**src/rtl/sar_pkg.sv**
```systemverilog
// Shared constants for the successive-approximation search controller:
// FSM state encoding and the default operand width.
package sar_pkg;

    localparam int DEFAULT_WIDTH = 4;

    typedef enum logic [1:0] {
        IDLE   = 2'd0,
        SEARCH = 2'd1
    } sar_state_t;

endpackage

```
**src/rtl/sar_search_ctrl.sv**
```systemverilog
// Successive-approximation search controller: drives trial values onto a
// magnitude comparator's B operand and resolves the unknown A operand MSB-first.
module sar_search_ctrl
    import sar_pkg::*;
#(
    parameter int WIDTH = DEFAULT_WIDTH
) (
    input  logic             clk,
    input  logic             rst,
    input  logic             start,
    input  logic             A_gt_B,
    input  logic             A_lt_B,
    input  logic             A_eq_B,
    output logic [WIDTH-1:0] trial,
    output logic             busy,
    output logic             done,
    output logic             hit,
    output logic             err,
    output logic [WIDTH-1:0] result
);

    localparam int IW = $clog2(WIDTH);
    localparam logic [WIDTH-1:0] TRIAL_MSB = {1'b1, {(WIDTH-1){1'b0}}};
    localparam logic [IW-1:0]    IDX_TOP   = IW'(WIDTH - 1);

    sar_state_t       state, state_n;
    logic [IW-1:0]    idx, idx_n;
    logic [WIDTH-1:0] trial_n, result_n;
    logic             busy_n, done_n, hit_n, err_n;

    logic [2:0]       flags;
    logic             flags_onehot;
    logic [WIDTH-1:0] resolved;
    logic [WIDTH-1:0] next_trial;

    assign flags        = {A_gt_B, A_lt_B, A_eq_B};
    assign flags_onehot = (flags == 3'b100) || (flags == 3'b010) || (flags == 3'b001);

    always_ff @(posedge clk) begin
        if (rst) begin
            state  <= IDLE;
            idx    <= IDX_TOP;
            trial  <= '0;
            result <= '0;
            busy   <= 1'b0;
            done   <= 1'b0;
            hit    <= 1'b0;
            err    <= 1'b0;
        end else begin
            state  <= state_n;
            idx    <= idx_n;
            trial  <= trial_n;
            result <= result_n;
            busy   <= busy_n;
            done   <= done_n;
            hit    <= hit_n;
            err    <= err_n;
        end
    end

    always_comb begin
        state_n  = state;
        idx_n    = idx;
        trial_n  = trial;
        result_n = result;
        busy_n   = busy;
        hit_n    = hit;
        done_n   = 1'b0;
        err_n    = 1'b0;

        // Bit under test is kept when A is above the trial, dropped when below;
        // the next lower bit then becomes the new tentative one.
        resolved      = trial;
        resolved[idx] = A_gt_B;
        next_trial    = resolved;
        next_trial[idx - IW'(1)] = 1'b1;

        case (state)
            IDLE: begin
                trial_n = '0;
                busy_n  = 1'b0;
                if (start) begin
                    trial_n = TRIAL_MSB;
                    idx_n   = IDX_TOP;
                    busy_n  = 1'b1;
                    hit_n   = 1'b0;
                    state_n = SEARCH;
                end
            end

            SEARCH: begin
                if (!flags_onehot) begin
                    err_n    = 1'b1;
                    result_n = '0;
                    hit_n    = 1'b0;
                    busy_n   = 1'b0;
                    trial_n  = '0;
                    state_n  = IDLE;
                end else if (A_eq_B) begin
                    result_n = trial;
                    hit_n    = 1'b1;
                    done_n   = 1'b1;
                    busy_n   = 1'b0;
                    trial_n  = '0;
                    state_n  = IDLE;
                end else if (idx == '0) begin
                    result_n = resolved;
                    hit_n    = 1'b0;
                    done_n   = 1'b1;
                    busy_n   = 1'b0;
                    trial_n  = '0;
                    state_n  = IDLE;
                end else begin
                    trial_n = next_trial;
                    idx_n   = idx - IW'(1);
                end
            end

            default: begin
                trial_n = '0;
                busy_n  = 1'b0;
                state_n = IDLE;
            end
        endcase
    end

endmodule

```
**config.mk**
```make
export PLATFORM = sky130hd
export DESIGN_NAME = sar_search_ctrl
export DESIGN_NICKNAME = d
export VERILOG_FILES = /design/src/rtl/sar_pkg.sv /design/src/rtl/sar_search_ctrl.sv
export SDC_FILE = /design/constraint.sdc
export NUM_CORES = 1
export LEC_CHECK = 0
export CELL_PAD_IN_SITES_DETAIL_PLACEMENT = 0
export CELL_PAD_IN_SITES_GLOBAL_PLACEMENT = 1
export CORE_ASPECT_RATIO = 1.4
export CORE_MARGIN = 5
export CORE_UTILIZATION = 39
export DETAILED_ROUTE_END_ITERATION = 16
export PLACE_DENSITY_LB_ADDON = 0.15
export REMOVE_ABC_BUFFERS = 1
export SLEW_MARGIN = 20
export SYNTH_ARGS = -nofsm -noshare
export SYNTH_HDL_FRONTEND = slang
export SYNTH_SLANG_ARGS = --single-unit
```
**constraint.sdc**
```tcl
create_clock -name clk -period 2.2 [get_ports clk]
set_input_delay 0.44 -clock clk [delete_from_list [all_inputs] [get_ports clk]]
set_output_delay 0.44 -clock clk [all_outputs]
set_load 0.01 [all_outputs]
```
-- Word-level counts from Yosys, hierarchy flattened
Cells that the tools add are included.
- output and inout port bits: 12
- logic and storage cells: 74
- bits of input ports: 6
- register bits: 16
- reduce and logical (&&, ||, !) cells: 13
- muxes and demuxes: 35
- magnitude comparators: 4
- $add $sub $neg: 1
- eq/ne operators: 10
- bitwise logic cells: 3
- operators by type and width (kind ; count):
    two-way mux 4 bit ; 7
    two-way mux 2 bit ; 8
    two-way mux 1 bit ; 12
    != test 2 bit, second input constant ; 4
    case mux 2 bit (2 select lines) ; 2
    case mux 4 bit (2 select lines) ; 1
    < comparator 2 x 3 -> 1 bit, second input constant ; 2
    AND reduction 5 bit ; 1
    bitwise mux 4 bit ; 1
    demux 1 bit (select 2 bit) ; 2
    >= comparator 2 x 1 -> 1 bit, second input constant ; 2
    logical NOT 2 bit ; 2
    != test 4 bit, second input constant ; 1
    bitwise OR 4 bit ; 1
    case mux 1 bit (2 select lines) ; 2
    AND reduction 2 bit ; 2
    == test 3 x 1 -> 1 bit, second input constant ; 1
    == test 3 x 2 -> 1 bit, second input constant ; 1
    == test 3 bit, second input constant ; 1
    != test 3 x 2 -> 1 bit, second input constant ; 1
    AND reduction 3 bit ; 1
    OR reduction 3 bit ; 1
    == test 2 x 1 -> 1 bit, second input constant ; 1
    logical AND 1 bit ; 2
    other kinds (5) ; 7

-- Logic depth before layout (Yosys ltp)
- depth after elaboration: 10
- mapped depth: 5
- gate-level depth less buffers: 5

-- Least setup slack after synthesis
Ideal clock, no wire load.
- path kind: flip-flop to flip-flop
- start: reg idx[0]
- end: reg result[0]
- setup time: 0.076 ns
- data required time: 2.124 ns
- path slack: 0.764 ns
- path buffers: 0
- data arrival time: 1.361 ns
- stages on the path, launching flop included: 6
- period minus slack after synthesis: 1.436 ns
- path through: dfxtp_1 > inv_1 > ha_1 > nor2_1 > a31oi_1 > o22ai_1
- word-level cells in the longest chain between the ends: 8
- elaborated cells between the ends (all ways): 12
- classes of those cells: order compare: 2; eq/ne: 1; mux: 6; reduce/logical: 3
- RTL lines (element ; line ; RTL):
    start: declaration ; sar_search_ctrl.sv:27 ; logic [IW-1:0] idx, idx_n;
    start signal: assignment ; sar_search_ctrl.sv:51 ; idx <= idx_n;
    < comparator 2 x 3 -> 1 bit (implied by the code) / >= comparator 2 x 1 -> 1 bit (equally long branches) ; sar_search_ctrl.sv:74 ; resolved[idx] = A_gt_B;
    logical AND 1 bit (implied by the code) ; sar_search_ctrl.sv:74 ;
    two-way mux 1 bit (implied by the code) ; sar_search_ctrl.sv:74 ;
    demux 1 bit (select 2 bit) ; sar_search_ctrl.sv:74 ;
    bitwise mux 4 bit ; sar_search_ctrl.sv:74 ;
    two-way mux 4 bit ; sar_search_ctrl.sv:106 ; end else if (idx == '0) begin
    two-way mux 4 bit ; sar_search_ctrl.sv:99 ; end else if (A_eq_B) begin
    two-way mux 4 bit ; sar_search_ctrl.sv:92 ; if (!flags_onehot) begin
    end signal: assignment ; sar_search_ctrl.sv:53 ; result <= result_n;
    end: declaration ; sar_search_ctrl.sv:19 ; output logic [WIDTH-1:0] result
Parallel ways exist; a longest one is shown, timed or not. The select of a mux whose other input is x is not followed.
A chain may end at the register's enable or synchronous reset.

-- Worst setup path after layout
- start: reg idx[0]
- end: reg result[1]
Same word-level chain as after synthesis.

==> flow_metrics.tcl <==
set metrics [dict create \
    status "completed" \
    area_delta_synth_final_pct 30.05 \
    fp.dieH_um 63.57 \
    synth-xor-area-share_pct 3.130 \
    grt_pass1_vias 692 \
    drv_cap 0 \
    synth.area.top_cells "dfxtp_1 (38%), ha_1 (6.3%), mux2i_1 (6.3%)" \
    drtIter0Drc 8 \
    grt_max_degree 16 \
    cts_sinks 15 \
    seq_power_share_pct 54.1 \
    hold_violations 0 \
    p_leak_uw 0.0004162 \
    dr.pass1.iters 2 \
    skew_ns 0.004511 \
    yosysMostFrequentCell "dfxtp_1" \
    comb_power_share_pct 16.5 \
    rows 19 \
    rsz0062_at_grt "false" \
    synthCells 87 \
    drc 0 \
    setup_tns_ns 0 \
    coreArea_mm2 0.001973 \
    worst_pin_slew_ns 0.5666 \
    synth-compound-area-share_pct 17.37 \
    drive_above_1_share_pct 11.93 \
    port_buffers 17 \
    synth_top_family_by_area "simple AND/OR/NAND/NOR gates" \
    grt_antenna_before_repair 0 \
    drv_slew 0 \
    ir_drop_uv 381.6 \
    gp_congestion 0.7637 \
    place_hpwl_um 1385 \
    clk_pin_slew_ns 0.09 \
    cts.hold.buffers_added 0 \
    clk_latency_ns 0.29 \
    endpoint_kind "flip-flop" \
    finalSetupViolCount 0 \
    ys_ff_latch 15 \
    clockRootBuffer "clkbuf_4" \
    fin_nets 120 \
    clock_path_buffers 2 \
    synthTopCellsByCount "dfxtp_1 (15), inv_1 (9), nor2_1 (6)" \
    max_freq_mhz 539.6 \
    start_kind "flip-flop" \
    slew_headroom_pct 62.05 \
    synth_edf_count 0 \
    period_share_pct 84.24 \
    setup_ws_ns 0.3467 \
    avgSynthCellArea_um2 9.190 \
    ys_seq_area_share_pct 37.56 \
    critPathArrivalTime_ns 2.07 \
    p_sw_uw 149.8 \
    async_reset_ff_share_pct 0 \
    vias 705 \
    wirelength_um 1792 \
    grt_pass1_wl_um 3042 \
    synth_simple_gate_area_share_pct 19.25 \
    ys_types 34 \
    ys.flop_type "dfxtp_1" \
    synth-warning-count 0 \
    p_per_area_mw_per_mm2 522.0 \
    swShare_pct 27.60 \
    pre_cts_ws_ns 0.2159 \
    fp.dieW_um 48.27 \
    post-cts-setup-buffers 0 \
    criticalPathCategory "reg -> reg" \
    synth_top_area_share_pct 37.56 \
    period_minus_slack_ns 1.853 \
    p_int_uw 392.9 \
    global_route.usage.total_pct 13.79 \
    fin_util_pct 52.70 \
    ioPinCount 18 \
    yosys.area_share.adder_pct 6.260 \
    cts_buffers 3 \
    final_antenna_net_count 0 \
    hp-class "reg -> reg" \
    p_clk_share_pct 29.4 \
    post_drt_wl_per_cell_um 13.78 \
    die_area_mm2 0.003068 \
    cp_max_fo 9 \
    cts-htree-levels 1 \
    required_ns 2.41 \
    syn-cell-area_um2 799.5 \
    gr-total-overflow 0 \
    synth_top_area_cell "dfxtp_1" \
    n_antenna_cell 0 \
    initial_core_util_pct 40.52 \
    tritoncts "built" \
    cts_resized 0 \
    hold-worst-slack_ns 0.4768 \
    via_per_inst 5.423 \
    synth_mux_area_share_pct 10.49 \
]
## final cells by class
| class | instances | area (um^2) |
|---|---|---|
| repair buffers | 21 | 200.2 |
| fillers | 197 | 933.4 |
| multi-input cells | 60 | 451.7 |
| clock inverters | 1 | 5.005 |
| flip-flops and latches | 15 | 300.3 |
| inverters | 9 | 33.78 |
| clock buffers | 3 | 22.52 |
| well taps | 21 | 26.28 |
## logic make-up after synthesis
| logic type | after synthesis |
|---|---|
| multiplexers | 8 |
| flip-flops | 15 |
| adder cells (fa/ha/maj) | 4 |
| XOR/XNOR | 2 |
| buffers and inverters | 12 |
| AND/OR/NAND/NOR | 25 |
| AO/OA/AOI/OAI | 21 |
## power by group through the flow
stage	clock, uW	combinational (uW)	sequential, uW
floorplan	0	42.2	299
global placement	0	89.5	299
detailed placement	0	90.7	300
CTS	161	91.0	293
global route	182	98.7	296
finish	160	89.6	293
## critical path: stages (launching register included)
cell and delay [ns]:
dfxtp_1 0.51, inv_1 0.11, ha_1 0.28, nor2_1 0.36, a31oi_1 0.30, o22ai_1 0.22
## layout by cell type, fill, tap and decap left out, types with 2 or more instances in the layout
cell,instances
or3_1,2
nor3_1,2
a21oi_1,3
dfxtp_1,15
ha_1,4
mux2i_1,5
nand2_1,2
clkbuf_4,3
o22ai_1,4
nand4_1,2
clkdlybuf4s50_1,17
nand2b_1,4
buf_4,4
nor2_1,6
inv_1,9
a211oi_1,2
mux2_2,3
o21ai_0,4
## metrics by stage
step | instance area, um^2 | std cells | power (uW)
floorplan | 785.8 | 84 | 341.3
global placement | 1012 | 126 | 388.8
detailed placement | 1012 | 126 | 390.5
CTS | 1040 | 130 | 545.8
global route | 1040 | 130 | 576.4
finish | 1040 | 130 | 542.7
## layer usage
metal | track usage (%) | share of wire, % | vias to the layer above
met1 | 16.01 | 45 | 325
met3 | 3.419 | 5.4 | 5
li1 | - | - | 360
met4 | 7.071 | 2.4 | 0
met5 | 0 | 0 | -
met2 | 21.90 | 48 | 15
## flip-flops by register name, indices dropped and copies added, names as in the netlist
signal / count
busy: 1
done: 1
err: 1
hit: 1
idx: 2
result: 4
state: 1
trial: 4
## path summary, 6_finish.rpt
| kind | startpoint | end | slack (ns) | cells after the start |
|---|---|---|---|---|
| setup reg to reg | idx[0] | result[1] | 0.35 | 5 |
| setup / recovery | idx[0] | result[1] | 0.35 | 5 |
| hold / removal | result[2] | result[2] | 0.48 | 2 |
| hold reg to reg | result[2] | result[2] | 0.48 | 2 |
No activity file was read; power rests on OpenSTA's default activity.
